`src/rtl/pic_ack_pkg.sv`:
```
// Shared constants for the 8259A-style interrupt acknowledge sequencer:
// control-state encodings, the MCS-80 CALL opcode and a one-hot to index helper.
package pic_ack_pkg;

    typedef enum logic [2:0] {
        CTRL_IDLE = 3'b000,
        CTRL_ACK1 = 3'b001,
        CTRL_ACK2 = 3'b010,
        CTRL_ACK3 = 3'b011,
        CTRL_POLL = 3'b100
    } ctrl_state_t;

    localparam logic [7:0] CALL_OPCODE = 8'hCD;

    // One-hot (or multi-hot) to index; the lowest set bit wins.
    function automatic logic [2:0] bit2num(input logic [7:0] one_hot);
        logic [2:0] idx;
        idx = 3'd0;
        for (int i = 7; i >= 0; i--) begin
            if (one_hot[i]) idx = 3'(i);
        end
        return idx;
    endfunction

endpackage

```
`src/rtl/pic_vector_formatter.sv`:
```
// Combinational byte former for the acknowledge and poll cycles: CALL opcode,
// low vector byte (8086 or MCS-80 interval 4/8), high vector byte, poll word.
module pic_vector_formatter
    import pic_ack_pkg::*;
#(
    parameter int         NUM_IR   = 8,
    parameter int         ID_W     = $clog2(NUM_IR),
    parameter logic [7:0] CALL_OP  = pic_ack_pkg::CALL_OPCODE
) (
    input  logic              mcs80_mode,
    input  logic              interval_8,
    input  logic [15:0]       vector_address,
    input  logic [ID_W-1:0]   id,
    input  logic              request_valid,
    input  ctrl_state_t       state,
    output logic [7:0]        data_byte
);

    logic [3:0] shift;
    logic [3:0] low_w;
    logic [7:0] id_ext;

    always_comb begin
        shift  = 4'd0;
        id_ext = 8'(id);
        if (mcs80_mode) shift = interval_8 ? 4'd3 : 4'd2;
        // Bits below the ID field (and the ID field itself) come from the index, not the base.
        low_w     = 4'(ID_W) + shift;
        data_byte = 8'h00;
        case (state)
            CTRL_ACK1: data_byte = CALL_OP;
            CTRL_ACK2: data_byte = ((vector_address[7:0] >> low_w) << low_w) | (id_ext << shift);
            CTRL_ACK3: data_byte = vector_address[15:8];
            CTRL_POLL: data_byte = request_valid ? (8'h80 | id_ext) : 8'h00;
            default:   data_byte = 8'h00;
        endcase
    end

endmodule

```
`src/rtl/interrupt_ack_sequencer.sv`:
```
// INTA pulse sequencer: latches the winning IR on the first pulse, forms the
// vector bytes for 8086/MCS-80, drives the cascade bus and services poll reads.
module interrupt_ack_sequencer
    import pic_ack_pkg::*;
#(
    parameter int         NUM_IR      = 8,
    parameter int         ID_W        = $clog2(NUM_IR),
    parameter logic [7:0] CALL_OPCODE = pic_ack_pkg::CALL_OPCODE
) (
    input  logic              clock,
    input  logic              reset_n,
    input  logic              interrupt_acknowledge_n,
    input  logic              u8086_or_mcs80_config,
    input  logic              call_address_interval_4_or_8_config,
    input  logic              single_or_cascade_config,
    input  logic              cascade_slave,
    input  logic [NUM_IR-1:0] cascade_device_config,
    input  logic [ID_W-1:0]   cascade_in,
    input  logic [NUM_IR-1:0] highest_request,
    input  logic [15:0]       interrupt_vector_address,
    input  logic              poll_command,
    input  logic              read,
    output logic [2:0]        control_state,
    output logic              freeze,
    output logic              isr_set_strobe,
    output logic [NUM_IR-1:0] isr_set_vector,
    output logic              end_of_ack_sequence,
    output logic              spurious,
    output logic [ID_W-1:0]   cascade_out,
    output logic              cascade_drive_en,
    output logic [7:0]        control_logic_data,
    output logic              out_control_logic_data
);

    ctrl_state_t       state_q, state_d;
    logic              prev_inta, prev_read;
    logic [NUM_IR-1:0] latch_q, latch_d;
    logic [ID_W-1:0]   id_q, id_d, req_id;
    logic              spurious_q, spurious_d;
    logic              strobe_d, eoa_d, oe_d;
    logic [7:0]        byte_d;
    logic [2:0]        req_idx;
    logic              fall, rise, read_rise, read_fall;
    logic              mcs80, is_slave, is_master, ack23_ok, in_ack;

    assign fall      = prev_inta & ~interrupt_acknowledge_n;
    assign rise      = ~prev_inta & interrupt_acknowledge_n;
    assign read_rise = ~prev_read & read;
    assign read_fall = prev_read & ~read;
    assign mcs80     = u8086_or_mcs80_config;
    assign is_slave  = ~single_or_cascade_config & cascade_slave;
    assign is_master = ~single_or_cascade_config & ~cascade_slave;

    // No request at the first pulse reports the lowest-priority index (IR7 / IR3).
    assign req_idx = bit2num(8'(highest_request));
    assign req_id  = (highest_request == '0) ? ID_W'(NUM_IR - 1) : req_idx[ID_W-1:0];

    always_comb begin
        state_d    = state_q;
        latch_d    = latch_q;
        id_d       = id_q;
        spurious_d = spurious_q;
        strobe_d   = 1'b0;
        eoa_d      = 1'b0;
        case (state_q)
            CTRL_IDLE: begin
                if (fall) begin
                    state_d    = CTRL_ACK1;
                    latch_d    = highest_request;
                    id_d       = req_id;
                    spurious_d = (highest_request == '0);
                    strobe_d   = (highest_request != '0);
                end else if (poll_command && read_rise) begin
                    state_d  = CTRL_POLL;
                    latch_d  = highest_request;
                    id_d     = req_id;
                    strobe_d = (highest_request != '0);
                end
            end
            CTRL_ACK1: if (fall) state_d = CTRL_ACK2;
            CTRL_ACK2: begin
                if (fall && mcs80) begin
                    state_d = CTRL_ACK3;
                end else if (rise && !mcs80) begin
                    state_d    = CTRL_IDLE;
                    eoa_d      = 1'b1;
                    spurious_d = 1'b0;
                end
            end
            CTRL_ACK3: begin
                if (rise) begin
                    state_d    = CTRL_IDLE;
                    eoa_d      = 1'b1;
                    spurious_d = 1'b0;
                end
            end
            CTRL_POLL: if (read_fall) state_d = CTRL_IDLE;
            default:   state_d = CTRL_IDLE;
        endcase
    end

    // A master stays off the bus in ACK2/ACK3 when the IR belongs to a slave.
    assign ack23_ok = single_or_cascade_config
                    | (is_slave & (cascade_in == cascade_device_config[ID_W-1:0]))
                    | (is_master & ~|(latch_d & cascade_device_config));

    // out_control_logic_data qualifies control_logic_data: the byte is valid on
    // every cycle the enable is high; the data-bus buffer cannot stall it.
    always_comb begin
        oe_d = 1'b0;
        case (state_d)
            CTRL_ACK1: oe_d = ~interrupt_acknowledge_n & mcs80 & ~is_slave;
            CTRL_ACK2,
            CTRL_ACK3: oe_d = ~interrupt_acknowledge_n & ack23_ok;
            CTRL_POLL: oe_d = read;
            default:   oe_d = 1'b0;
        endcase
    end

    pic_vector_formatter #(
        .NUM_IR  (NUM_IR),
        .ID_W    (ID_W),
        .CALL_OP (CALL_OPCODE)
    ) u_formatter (
        .mcs80_mode     (mcs80),
        .interval_8     (call_address_interval_4_or_8_config),
        .vector_address (interrupt_vector_address),
        .id             (id_d),
        .request_valid  (latch_d != '0),
        .state          (state_d),
        .data_byte      (byte_d)
    );

    always_ff @(posedge clock) begin
        if (!reset_n) begin
            state_q                <= CTRL_IDLE;
            prev_inta              <= 1'b1;
            prev_read              <= 1'b0;
            latch_q                <= '0;
            id_q                   <= '0;
            spurious_q             <= 1'b0;
            isr_set_strobe         <= 1'b0;
            isr_set_vector         <= '0;
            end_of_ack_sequence    <= 1'b0;
            control_logic_data     <= 8'h00;
            out_control_logic_data <= 1'b0;
        end else begin
            state_q                <= state_d;
            prev_inta              <= interrupt_acknowledge_n;
            prev_read              <= read;
            latch_q                <= latch_d;
            id_q                   <= id_d;
            spurious_q             <= spurious_d;
            isr_set_strobe         <= strobe_d;
            isr_set_vector         <= strobe_d ? highest_request : '0;
            end_of_ack_sequence    <= eoa_d;
            control_logic_data     <= oe_d ? byte_d : 8'h00;
            out_control_logic_data <= oe_d;
        end
    end

    assign in_ack           = (state_q == CTRL_ACK1) || (state_q == CTRL_ACK2) || (state_q == CTRL_ACK3);
    assign control_state    = state_q;
    assign freeze           = in_ack;
    assign spurious         = spurious_q;
    assign cascade_drive_en = is_master & in_ack & |(latch_q & cascade_device_config);
    assign cascade_out      = cascade_drive_en ? id_q : '0;

endmodule

```
`config.mk`:
```
export PLATFORM = sky130hd
export DESIGN_NAME = interrupt_ack_sequencer
export DESIGN_NICKNAME = d
export VERILOG_FILES = /design/src/rtl/pic_ack_pkg.sv /design/src/rtl/pic_vector_formatter.sv /design/src/rtl/interrupt_ack_sequencer.sv
export SDC_FILE = /design/constraint.sdc
export NUM_CORES = 1
export LEC_CHECK = 0
export BUFFER_PORTS_ARGS = -buffer_cell sky130_fd_sc_hd__buf_2
export CORE_MARGIN = 1
export CORE_UTILIZATION = 51
export CTS_CLUSTER_DIAMETER = 40
export DETAILED_ROUTE_END_ITERATION = 8
export PLACE_DENSITY = 0.91
export SLEW_MARGIN = 40
export SYNTH_ARGS = -nofsm -noshare
export SYNTH_HDL_FRONTEND = slang
export SYNTH_SLANG_ARGS = --single-unit
export TNS_END_PERCENT = 20
```
`constraint.sdc`:
```
create_clock -name clock -period 4.9 [get_ports clock]
set_clock_uncertainty 0.15 [all_clocks]
set_input_delay 0.245 -clock clock [delete_from_list [all_inputs] [get_ports clock]]
set_output_delay 0.245 -clock clock [all_outputs]
set_load 0.01 [all_outputs]
```
# After elaboration in Yosys (flattened, before gate mapping)
# Index checks and enable logic that the tools add are counted.
# op_classes
n_addsub	1
n_mul	0
div_mod_pow	0
n_lt_le_gt_ge	0
eq_ne	13
shifts	3
n_mux	41
bitwise_logic	25
n_reduce_logical	18
# op_table
operator	n
two-way mux 3 bit	20
two-way mux 8 bit	4
one-hot mux 8 bit (4 select lines)	1
AND 8 bit	2
nonzero test 8 bit	2
OR reduction 8 bit	2
one-hot mux 3 bit (5 select lines)	1
AND 1 bit	13
== test 3 x 2 -> 1 bit, second input constant	4
two-way mux 1 bit	11
logical NOT 8 bit	1
!= test 2 bit, second input constant	4
OR 8 bit	1
left shift 3 x 4 -> 8 bit	1
left shift 8 x 4 -> 8 bit	1
right shift 8 x 4 -> 8 bit	1
NOT 1 bit	7
== test 3 x 1 -> 1 bit, second input constant	2
== test 3 bit, second input constant	2
one-hot mux 1 bit (3 select lines)	2
AND reduction 5 bit	1
adder 2 x 4 -> 4 bit, first input constant	1
two-way mux 4 bit	1
AND reduction 2 bit	2
other kinds (9)	14
# totals
regBits	36
latchBits	0
ramBits	0
romBits	0
in_bits	44
out_inout_bits	28
word_cells	112
n_memories	0

# Depth between registers and ports, before layout
# Gate-level depths: netlist (run 1).
# depth
ltp_word	15
depth_mapped	8
ltp_nobuf	6

# By module
# A second synthesis (run 1) with hierarchy kept.
# hier_totals
cells_unflattened	218
hier_area_um2	1879.3
# modules_own_cells
module	instances	cells_per_inst	area_each_um2	seq_area_each_um2
interrupt_ack_sequencer	1	183	1634.1	720.7
pic_vector_formatter	1	35	245.2	0.0

# Worst setup path after synthesis (run 1)
# Ideal clock, no wire load.
# synth_timing
path_type	reg2out
from	register state_q[1], in the netlist control_state[1]
to	output port cascade_out[0]
arrival_ps	1924
required_time_ps	4505
path_slack_ps	2581
path_stages_with_launch	5
n_path_buf	1
cell_sequence	dfxtp_1 clkbuf_1 nor2_1 a2111oi_0 and2_1
# synth_via
elab_chain_len	6
word_cells_on_any_way	8
classes_between	3 x eq/ne; 1 x mux; 2 x bitwise; 2 x reduce/logical
# synth_lines
element	line_no	source
start: declaration	interrupt_ack_sequencer.sv:35	ctrl_state_t state_q, state_d;
start signal: assignment	interrupt_ack_sequencer.sv:148	state_q <= state_d;
== test 3 x 1 -> 1 bit or == test 3 x 2 -> 1 bit (tied branches)	interrupt_ack_sequencer.sv:162	assign in_ack = (state_q == CTRL_ACK1) || (state_q == CTRL_ACK2) || (state_q == CTRL_ACK3);
logical OR 1 bit	interrupt_ack_sequencer.sv:162	
logical OR 1 bit *	interrupt_ack_sequencer.sv:162	
AND 1 bit * (2 in series)	interrupt_ack_sequencer.sv:166	assign cascade_drive_en = is_master & in_ack & |(latch_q & cascade_device_config);
via cascade_drive_en	interrupt_ack_sequencer.sv:30	output logic cascade_drive_en,
two-way mux 3 bit *	interrupt_ack_sequencer.sv:167	assign cascade_out = cascade_drive_en ? id_q : '0;
end: declaration	interrupt_ack_sequencer.sv:29	output logic [ID_W-1:0] cascade_out,
# Mark *: on every way through the listed nets, which the timed path passes. The rest lies on a longest branch.

# Worst setup path in the final report (run 1)
# layout_timing
from	register prev_inta
to	register control_logic_data[3]
# layout_via
elab_chain_len	11
word_cells_on_any_way	31
classes_between	4 x eq/ne; 1 x shift; 12 x mux; 8 x bitwise; 6 x reduce/logical
# layout_lines
element	line_no	source
start: declaration	interrupt_ack_sequencer.sv:36	logic prev_inta, prev_read;
start signal: assignment	interrupt_ack_sequencer.sv:149	prev_inta <= interrupt_acknowledge_n;
AND 1 bit	interrupt_ack_sequencer.sv:46	assign fall = prev_inta & ~interrupt_acknowledge_n;
two-way mux 8 bit	interrupt_ack_sequencer.sv:67	if (fall) begin
two-way mux 8 bit	interrupt_ack_sequencer.sv:65	case (state_q)
AND 8 bit	interrupt_ack_sequencer.sv:105	| (is_master & ~|(latch_d & cascade_device_config));
OR reduction 8 bit	interrupt_ack_sequencer.sv:105	
logical NOT 1 bit	interrupt_ack_sequencer.sv:105	
AND 1 bit	interrupt_ack_sequencer.sv:105	
OR 1 bit	interrupt_ack_sequencer.sv:105	
AND 1 bit	interrupt_ack_sequencer.sv:114	CTRL_ACK3: oe_d = ~interrupt_acknowledge_n & ack23_ok;
one-hot mux 1 bit (3 select lines)	interrupt_ack_sequencer.sv:111	case (state_d)
AND reduction 2 bit (no source line)	--	
end signal: assignment	interrupt_ack_sequencer.sv:157	control_logic_data <= oe_d ? byte_d : 8'h00;
end: declaration	interrupt_ack_sequencer.sv:31	output logic [7:0] control_logic_data,
# Parallel ways exist; a longest one is shown, timed or not.
# A chain may end at the register's enable or synchronous reset.

==> results of run 1 <==
## cell type report
type                            instances  area [µm²]
Clock buffer                            6        41.3
Clock inverter                          2        35.0
Multi-Input combinational cell        155         968
Inverter                                6        22.5
Sequential cell                        36         721
Fill cell                             256         922
Tap cell                               44        55.1
Timing Repair Buffer                   73         388
## cell families (layout without fill, tap and decap cells)
logic type / Yosys count / after routing / synth area share [%]
AOI/OAI and AO/OA: 58 / 58 / 23.2
xor gates and xnor gates: 3 / 3 / 1.51
buffers and inverters: 16 / 87 / 3.94
muxes: 6 / 6 / 3.80
and+or+nand+nor: 88 / 88 / 26.3
DFF: 36 / 36 / 41.3
## worst max-delay path by stage
stage / startpoint / end
after global routing: prev_inta$_SDFF_PN1_ / control_logic_data[3]$_SDFF_PN0_
after floorplan: control_state[1]$_SDFF_PN0_ / cascade_out[0]
after global placement: interrupt_acknowledge_n / control_logic_data[3]$_SDFF_PN0_
after detailed placement: interrupt_acknowledge_n / control_logic_data[3]$_SDFF_PN0_
final: prev_inta$_SDFF_PN1_ / control_logic_data[3]$_SDFF_PN0_
after CTS: prev_inta$_SDFF_PN1_ / control_logic_data[3]$_SDFF_PN0_
## layout by cell type (no fill, tap or decap), drive strengths merged, types with 3 or more instances in the layout
master and instances:
nor2 16, xnor2 3, nor4 3, nand2 24
nand2b 9, clkbuf 6, mux2i 4, inv 6
and3 6, buf 69, nor3 5, a211oi 3
o21ai 12, dlygate4sd3 4, a21oi 13, a31oi 4
nor2b 4, a22oi 9, dfxtp 36, and2 15
## where the power goes
part	switching, mW	internal, mW
clock	0.102	0.107
sequential	0.0149	0.310
combinational	0.0887	0.0706
total	0.206	0.488
## registers in the layout, summed over array words and instances, names as in the netlist
| signal | flops |
|---|---|
| prev_inta | 1 |
| end_of_ack_sequence | 1 |
| isr_set_vector | 8 |
| latch_q | 8 |
| control_logic_data | 8 |
| control_state | 3 |
| prev_read | 1 |
| out_control_logic_data | 1 |
| isr_set_strobe | 1 |
| spurious | 1 |
| id_q | 3 |
## critical path, cell delays in order (launching register included)
cell and delay, ns:
dfxtp_1 0.46, nand2b_4 0.10, a2111o_1 0.64, mux2_4 0.39
a221oi_2 0.32, o221ai_2 0.27, a41oi_1 0.24
## metrics by stage
stage                     hold slack [ns]  total power, mW  instance area, µm²  worst slack (ns)
after floorplan                     0.217            0.429                1750              2.58
after global placement              0.310            0.479                2110              2.33
after detailed placement            0.312            0.484                2110              2.23
after CTS                        0.000711            0.692                2230              2.26
after global routing               0.0127            0.725                2230              2.12
final                           -0.000339            0.694                2230              2.24
## per-layer routing
| metal | track usage [%] | up-vias |
|---|---|---|
| met3 | 7.25 | 8 |
| met1 | 34.6 | 835 |
| li1 | - | 876 |
| met2 | 42.5 | 80 |
| met5 | 0 | - |
| met4 | 13.3 | 0 |
==> metrics.txt, run 1 <==
worst hold-check path type=in -> reg; antenna violation net count after detailed routing=0; prevailing post-synth register cell=dfxtp_1; routed wire length=around 4.6 mm; number of setup violations in the final report=0; height of the die=60.5 µm; cell depth of the worst hold path=3; violations in the final reports=hold timing; number of global-route vias before repair=around 1600; clock transition at the registers of the reported paths=between 0.1 and 0.15 ns; pin count of the biggest net entering global routing=14; largest fanout on the critical path=13; Inst Count DP=310; startpoint kind of the worst setup timing path=flip-flop; depth of the worst register-to-register path=6; hold slack=-0.000339 ns; relative area change from synthesis to final layout=27.8%; met1 routed wirelength after detailed routing=roughly 2 mm; met3 wire length=305 µm; number of max-slew violations in the final report=0; maximum number of buffers from clock root to sink=2; area leader, netlist=dfxtp_1; diode count=0; required time of the critical path=roughly 5 ns; async set or reset register ratio after synthesis=0%; type of the worst setup path=reg -> reg; final-stage net count=roughly 320; first drt pass iteration count=4; H-tree levels=2; count of unresolved DRC violations after routing=0; Final TNS setup=0 ns; CTS sink count=36; GR Util All Layers=27.1%; placed wire-length estimate after detailed placement=3.25 mm; sum of overflow across all layers after global routing=0; largest cells by area after synthesis=dfxtp_1 41%, and2_1 5.4%, nand2_1 5.2%; final critical path time including I/O delays and setup=roughly 2.7 ns; launch point of the worst reg-to-reg path=prev_inta$_SDFF_PN1_; relative max-transition margin=52.2%; mean instance size in the synthesized netlist=roughly 8.4 µm²; result of the run=finished, violations left; number of input and output port buffers inserted=68; FF+latch count, synth=36; arrival time of the worst setup path=2.79 ns; Post-Syn Area=1750 µm²; clock root buffer=clkbuf_4; Crit. End Element=flip-flop; Non-Filler Instances=322; Max Used Layer=met4; Leakage Power=1.04 nW; cell with the most instances after synthesis=dfxtp_1; detailed-route wire length per cell=14.2 µm; final hold violation count=1; met2 wire length=2.21 mm; YS warnings=0; cts-stage hold buffer count=4; final core occ=70.8%; Vias=1799; Placement Rows=20; routed vias/inst=between 5 and 6; max-capacitance violation count=0; Peak VDD IR=0.189 mV; portion of synthesized cell area occupied by the leading cell type=41.3%; sequential fraction of the synthesis area=approximately two fifths; transition time at the pin with the least slew margin=a little over 0.7 ns; die outline area=roughly 3700 µm²; total nets after synthesis=251; clock tree from TritonCTS=yes; number of setup buffers added after CTS=0; leading post-synthesis cells by instance count=36 x dfxtp_1, 24 x nand2_1, 16 x nor2_1; maximum clock frequency=0.376 GHz; end of the worst register-to-register path=control_logic_data[3]$_SDFF_PN0_; number of synthesized flops with an enable pin=0; number of antenna violations at the first check in global routing=0; final weighted congestion of routability-driven global placement=between 0.9 and 1; clock insertion delay at the later pin of the skew report=0.36 ns; Hold Path End=control_logic_data[1]$_SDFF_PN0_; hold path startpoint=interrupt_vector_address[9]; RSZ-0062 raised after global routing=false; TritonCTS buffer count=5; fraction of final layout cells sized beyond drive strength 1=30.9%; number of instances in the synthesized netlist=around 210; post-CTS resize count=0; post-synth cell types=42; first-pass GRT wire length=7.24 mm; portion of the clock cycle consumed by the worst path in the final layout=approximately 54%; Floorplan Core Area=3150 µm²; die span in x=~61 µm; drt initial violations=101; number of top-level pins=72; Initial Util=a little under three fifths; register-to-register path setup slack=~2.2 ns; power density normalized to cell area=approximately 310 nW/µm²
Note: power is estimated with default switching activity, not from simulation.
==> run 2: changes to the inputs <==
Settings changed: CORE_UTILIZATION 51 to 47, PLACE_DENSITY 0.91 to 0.85.
Clock period 4.9 ns to 2.5 ns, I/O delays scaled along.
==> run 2 against run 1 <==
Effect of this change: the flow finishes with violations (setup timing); global-route usage is 1.1 points higher; wire length grew 24%; utilization up 2.3 points; non-clock buffer count grew 27; first-iteration DRC count rose by 120%; combinational power grew 140%; final cell count increased by 9.0%; clock power increased by 150%; highest routed layer unchanged.
==> metrics.txt, run 2 (synthesis gave the netlist of run 1 again) <==
result of the run=finished, violations left; violations in the final reports=setup timing; area taken by multi-input logic gates=978 µm²; placed wire-length estimate after detailed placement=approximately 3.4 mm; Leakage Power=about 1.2 nW; diode count=0; drt initial violations=225; Crit. End Element=flip-flop; number of antenna violations at the first check in global routing=0; most used cells in the layout excluding fill and tap cells=68 x buf_2, 36 x dfxtp_1, 24 x nand2_1; Initial Util=between 50% and 60%; startpoint kind of the worst setup timing path=flip-flop; count of unresolved DRC violations after routing=0; first-pass GRT wire length=8.62 mm; end of the worst register-to-register path=control_logic_data[3]$_SDFF_PN0_; H-tree levels=2; portion of the clock cycle consumed by the worst path in the final layout=102%; filler cell count in the final layout=~240; maximum clock frequency=0.394 GHz; Final Total Pwr=approximately 1.5 mW; clock tree from TritonCTS=yes; Floorplan Core Area=3440 µm²; antenna violation net count after detailed routing=0; number of input and output port buffers inserted=68; hold path startpoint=interrupt_acknowledge_n; TritonCTS buffer count=5; fraction of final layout cells sized beyond drive strength 1=between 30% and 40%; number of max-slew violations in the final report=0; relative area change from synthesis to final layout=44.1%; register area=about 700 µm²; die span in x=62.9 µm; height of the die=62.9 µm; first drt pass iteration count=6; die outline area=3960 µm²; relative max-transition margin=55.7%; Placed Instance Area=2180 µm²; number of top-level pins=72; number of global-route vias before repair=approximately 1900; hold slack=0.00606 ns; required time of the critical path=2.56 ns; depth of the worst register-to-register path=6; largest fanout on the critical path=9; Top Registers=control_logic_data (8), isr_set_vector (8), latch_q (8); Hold Path End=prev_inta$_SDFF_PN1_; cell depth of the worst hold path=2; launch point of the worst reg-to-reg path=prev_read$_SDFF_PN0_; post-layout worst setup margin=-0.0387 ns; clock transition at the registers of the reported paths=approximately 0.08 ns; routed vias/inst=5.73; register-to-register path setup slack=-0.04 ns; pin count of the biggest net entering global routing=13; final-stage net count=348; most common library cell in the layout ignoring fill and taps=buf_2; clock insertion delay at the later pin of the skew report=0.30 ns; final hold violation count=0; number of setup violations in the final report=1; final critical path time including I/O delays and setup=about 2.5 ns; detailed-route wire length per cell=16.2 µm; Post-Layout Inst Area=2510 µm²; GR Util All Layers=roughly 28%; clock root buffer=clkbuf_8; sum of overflow across all layers after global routing=0; max-capacitance violation count=0; final weighted congestion of routability-driven global placement=about 0.84; routed wire length=5.68 mm; maximum number of buffers from clock root to sink=2; power density normalized to cell area=613 nW/µm²; type of the worst setup path=reg -> reg; Peak VDD IR=0.307 mV; transition time at the pin with the least slew margin=about 0.65 ns; CTS sink count=36; arrival time of the worst setup path=approximately 2.6 ns; worst hold-check path type=in -> reg; Vias=2010; Placement Rows=21
## run 2: report_power, final
group | total, mW | internal [mW] | switching (mW)
logic | 0.389 | 0.181 | 0.209
clock network | 0.519 | 0.296 | 0.222
registers | 0.634 | 0.609 | 0.0255
## run 2: metrics by stage
| stage | utilization, % | setup TNS [ns] | instances | worst slack (ns) |
|---|---|---|---|---|
| floorplan | - | 0 | 207 | 0.301 |
| global placement | 63.3 | 0 | 321 | 0.127 |
| detailed placement | 63.4 | 0 | 321 | 0.122 |
| CTS | 71.8 | 0 | 347 | 0.0869 |
| global route | 73.1 | -0.195 | 351 | -0.106 |
| finish | 73.1 | -0.0387 | 351 | -0.0387 |
## run 2: layout make-up
cell class	count	area share (%)
Clock inverter	2	1.39
Timing Repair Buffer	100	25.0
Sequential cell	36	28.7
Tap cell	46	2.29
Multi-Input combinational cell	155	38.9
Clock buffer	6	2.89
Inverter	6	0.896
## run 2: worst max-delay path by stage
| stage | end | from | cells after the start | slack, ns |
|---|---|---|---|---|
| after floorplan | cascade_out[0] | control_state[1]$_SDFF_PN0_ | 4 | 0.30 |
| final | control_logic_data[3]$_SDFF_PN0_ | prev_read$_SDFF_PN0_ | 6 | -0.04 |
| after global routing | control_logic_data[3]$_SDFF_PN0_ | prev_read$_SDFF_PN0_ | 6 | -0.11 |
| after global placement | control_logic_data[3]$_SDFF_PN0_ | prev_inta$_SDFF_PN1_ | 6 | 0.13 |
| after detailed placement | control_logic_data[3]$_SDFF_PN0_ | prev_inta$_SDFF_PN1_ | 6 | 0.12 |
| after CTS | control_logic_data[3]$_SDFF_PN0_ | prev_inta$_SDFF_PN1_ | 6 | 0.09 |
## run 2: critical path: stages, from the launching register on
cell      delay (ns)
dfxtp_1         0.32
nand3b_1        0.22
a2111o_1        0.53
mux2_4          0.34
a221oi_2        0.41
o221ai_4        0.22
a41oi_1         0.26
## run 2: repair_timing
action	4_1_cts	5_1_grt
setup buffers	0	3
hold buffers	18	1
resized for setup	0	1
endpoints found under the setup margin	0	3
hold endpoints to repair	21	1
## run 2: metal layers
metal	global-route usage, %	share of wire (%)	wire length (µm)
met5	0	0	0
met4	15.1	3.8	217
met3	7.48	9.6	545
met2	45.7	47	2650
met1	33.7	40	2270
==> run 3: changes to the inputs <==
==> constraint.sdc (replaced) <==
create_clock -name clock -period 2.5 [get_ports clock]
set_clock_uncertainty 0.15 [all_clocks]
set_input_delay 0.375 -clock clock [delete_from_list [all_inputs] [get_ports clock]]
set_output_delay 0.375 -clock clock [all_outputs]
set_load 0.01 [all_outputs]
==> run 3 against run 2 <==
Effect of this change: the run now ends clean; combinational power decreased by 13%; sequential share of layout area increased by 2.5 points; wire length decreased by 19%; critical endpoint unchanged; largest cell class unchanged.
==> metrics.txt, run 3 (synthesis gave the netlist of run 1 again) <==
Seq pwr share=43.1%; height of the die=62.9 µm; TritonCTS buffer count=5; fraction of final layout cells sized beyond drive strength 1=between 30% and 40%; placed wire-length estimate after detailed placement=3.38 mm; Internal=between 1 and 1.5 mW; proportion of total power due to net switching=28.1%; max-capacitance violation count=0; arrival time of the worst setup path=roughly 2.4 ns; clock root buffer=clkbuf_8; GR Util All Layers=24.4%; filler cell count in the final layout=280; hold path startpoint=interrupt_vector_address[6]; register area=722 µm²; number of setup buffers added after CTS=0; largest fanout on the critical path=9; Hold Path End=control_logic_data[6]$_SDFF_PN0_; routed wire length=4.60 mm; number of input and output port buffers inserted=68; most common library cell in the layout ignoring fill and taps=buf_2; relative max-transition margin=between 60% and 70%; area taken by multi-input logic gates=~980 µm²; Placement Rows=21; Top Registers=control_logic_data (8), isr_set_vector (8), latch_q (8); clock tree from TritonCTS=yes; pin count of the biggest net entering global routing=13; H-tree levels=2; first-pass GRT wire length=7.62 mm; die outline area=3960 µm²; first drt pass iteration count=5; die span in x=about 63 µm; final core occ=67.3%; final-stage net count=327; required time of the critical path=2.55 ns; sum of overflow across all layers after global routing=0; drt initial violations=about 120; hold slack=about 0.18 ns; Floorplan Core Area=3440 µm²; antenna violation net count after detailed routing=0; number of max-slew violations in the final report=0; Non-Filler Instances=330; switching pwr=414 µW; Peak VDD IR=0.481 mV; cell depth of the worst hold path=3; final hold violation count=0; RSZ-0062 raised after global routing=false; power density normalized to cell area=636 nW/µm²; routed vias/inst=5.51; worst hold-check path type=in -> reg; startpoint kind of the worst setup timing path=flip-flop; Inst Count DP=322; transition time at the pin with the least slew margin=0.525 ns; Leakage Power=1.08 nW; clock insertion delay at the later pin of the skew report=about 0.28 ns; final weighted congestion of routability-driven global placement=0.861; maximum clock frequency=0.432 GHz; portion of the clock cycle consumed by the worst path in the final layout=between 90% and 100%; most used cells in the layout excluding fill and tap cells=68 x buf_2, 35 x dfxtp_1, 24 x nand2_1; relative area change from synthesis to final layout=32.8%; final critical path time including I/O delays and setup=2.32 ns; CTS sink count=36; count of unresolved DRC violations after routing=0; number of antenna violations at the first check in global routing=0; Clk pwr share=33.9%; post-CTS resize count=0; diode count=0; maximum number of buffers from clock root to sink=2; type of the worst setup path=reg -> reg; Vias=between 1500 and 2000; logic gate share of total power=23.0%; number of top-level pins=72; detailed-route wire length per cell=14.0 µm; result of the run=finished, final reports clean; launch point of the worst reg-to-reg path=prev_read$_SDFF_PN0_; register-to-register path setup slack=0.18 ns; cts-stage hold buffer count=0; end of the worst register-to-register path=control_logic_data[3]$_SDFF_PN0_; number of global-route vias before repair=1678; Crit. End Element=flip-flop; number of setup violations in the final report=0; Initial Util=50.7%; depth of the worst register-to-register path=6; clock transition at the registers of the reported paths=0.07 ns
[run 3: cell count changes in the layout (fill, tap and decap cells not counted)]
cell and change:
dfxtp_2 +1, a2111oi_0 -1, buf_4 -2, a2111oi_2 +1, dlygate4sd3_1 -19, dfxtp_1 -1
[run 3: area by class of cell]
cell class,instances,share of cell area [%]
clock inverter,2,1.51
inverter,6,0.972
timing repair buffer,79,18.3
sequential,36,31.2
multi-input combinational,155,42.5
tap,46,2.48
clock buffer,6,3.13
[run 3: metal layers]
layer	vias to the layer above	GRT usage (%)	part of all wire, %
met1	853	31.1	43
li1	888	-	-
met4	0	6.98	1.2
met2	73	41.3	49
met5	-	0	0
met3	4	4.74	7.1
[run 3: worst max path at each step]
stage	start	cells after the start	end	slack, ns
floorplan	control_state[1]$_SDFF_PN0_	4	cascade_out[0]	0.05
global placement	interrupt_acknowledge_n	8	control_logic_data[4]$_SDFF_PN0_	0.04
detailed placement	interrupt_acknowledge_n	7	control_logic_data[3]$_SDFF_PN0_	-0.003
CTS	control_state[1]$_SDFF_PN0_	5	cascade_out[2]	0.009
global route	control_state[1]$_SDFF_PN0_	5	cascade_out[0]	0.06
finish	prev_read$_SDFF_PN0_	6	control_logic_data[3]$_SDFF_PN0_	0.18
[run 3: power groups by stage]
stage | logic [mW] | clock network, mW | registers, mW
after detailed placement | 0.325 | 0 | 0.645
after CTS | 0.328 | 0.500 | 0.633
after floorplan | 0.193 | 0 | 0.647
after global routing | 0.372 | 0.532 | 0.639
final | 0.339 | 0.500 | 0.634
after global placement | 0.318 | 0 | 0.645
[run 3: stage by stage]
| stage | setup WS (ns) | instance area [µm²] | power (mW) | setup TNS [ns] |
|---|---|---|---|---|
| 2_1_floorplan | 0.0509 | 1750 | 0.840 | 0 |
| 3_3_place_gp | 0.0426 | 2190 | 0.963 | 0 |
| 3_5_place_dp | -0.00285 | 2190 | 0.970 | -0.00285 |
| 4_1_cts | 0.00936 | 2300 | 1.46 | 0 |
| 5_1_grt | 0.0624 | 2320 | 1.54 | 0 |
| 6_report | 0.183 | 2320 | 1.47 | 0 |
[run 3: critical path, cell delays in order, from the launching register on]
cell      delay, ns
dfxtp_1        0.31
nand3b_1       0.18
a2111o_1       0.46
mux2_4         0.34
a221oi_2       0.34
o221ai_4       0.23
a41oi_1        0.22
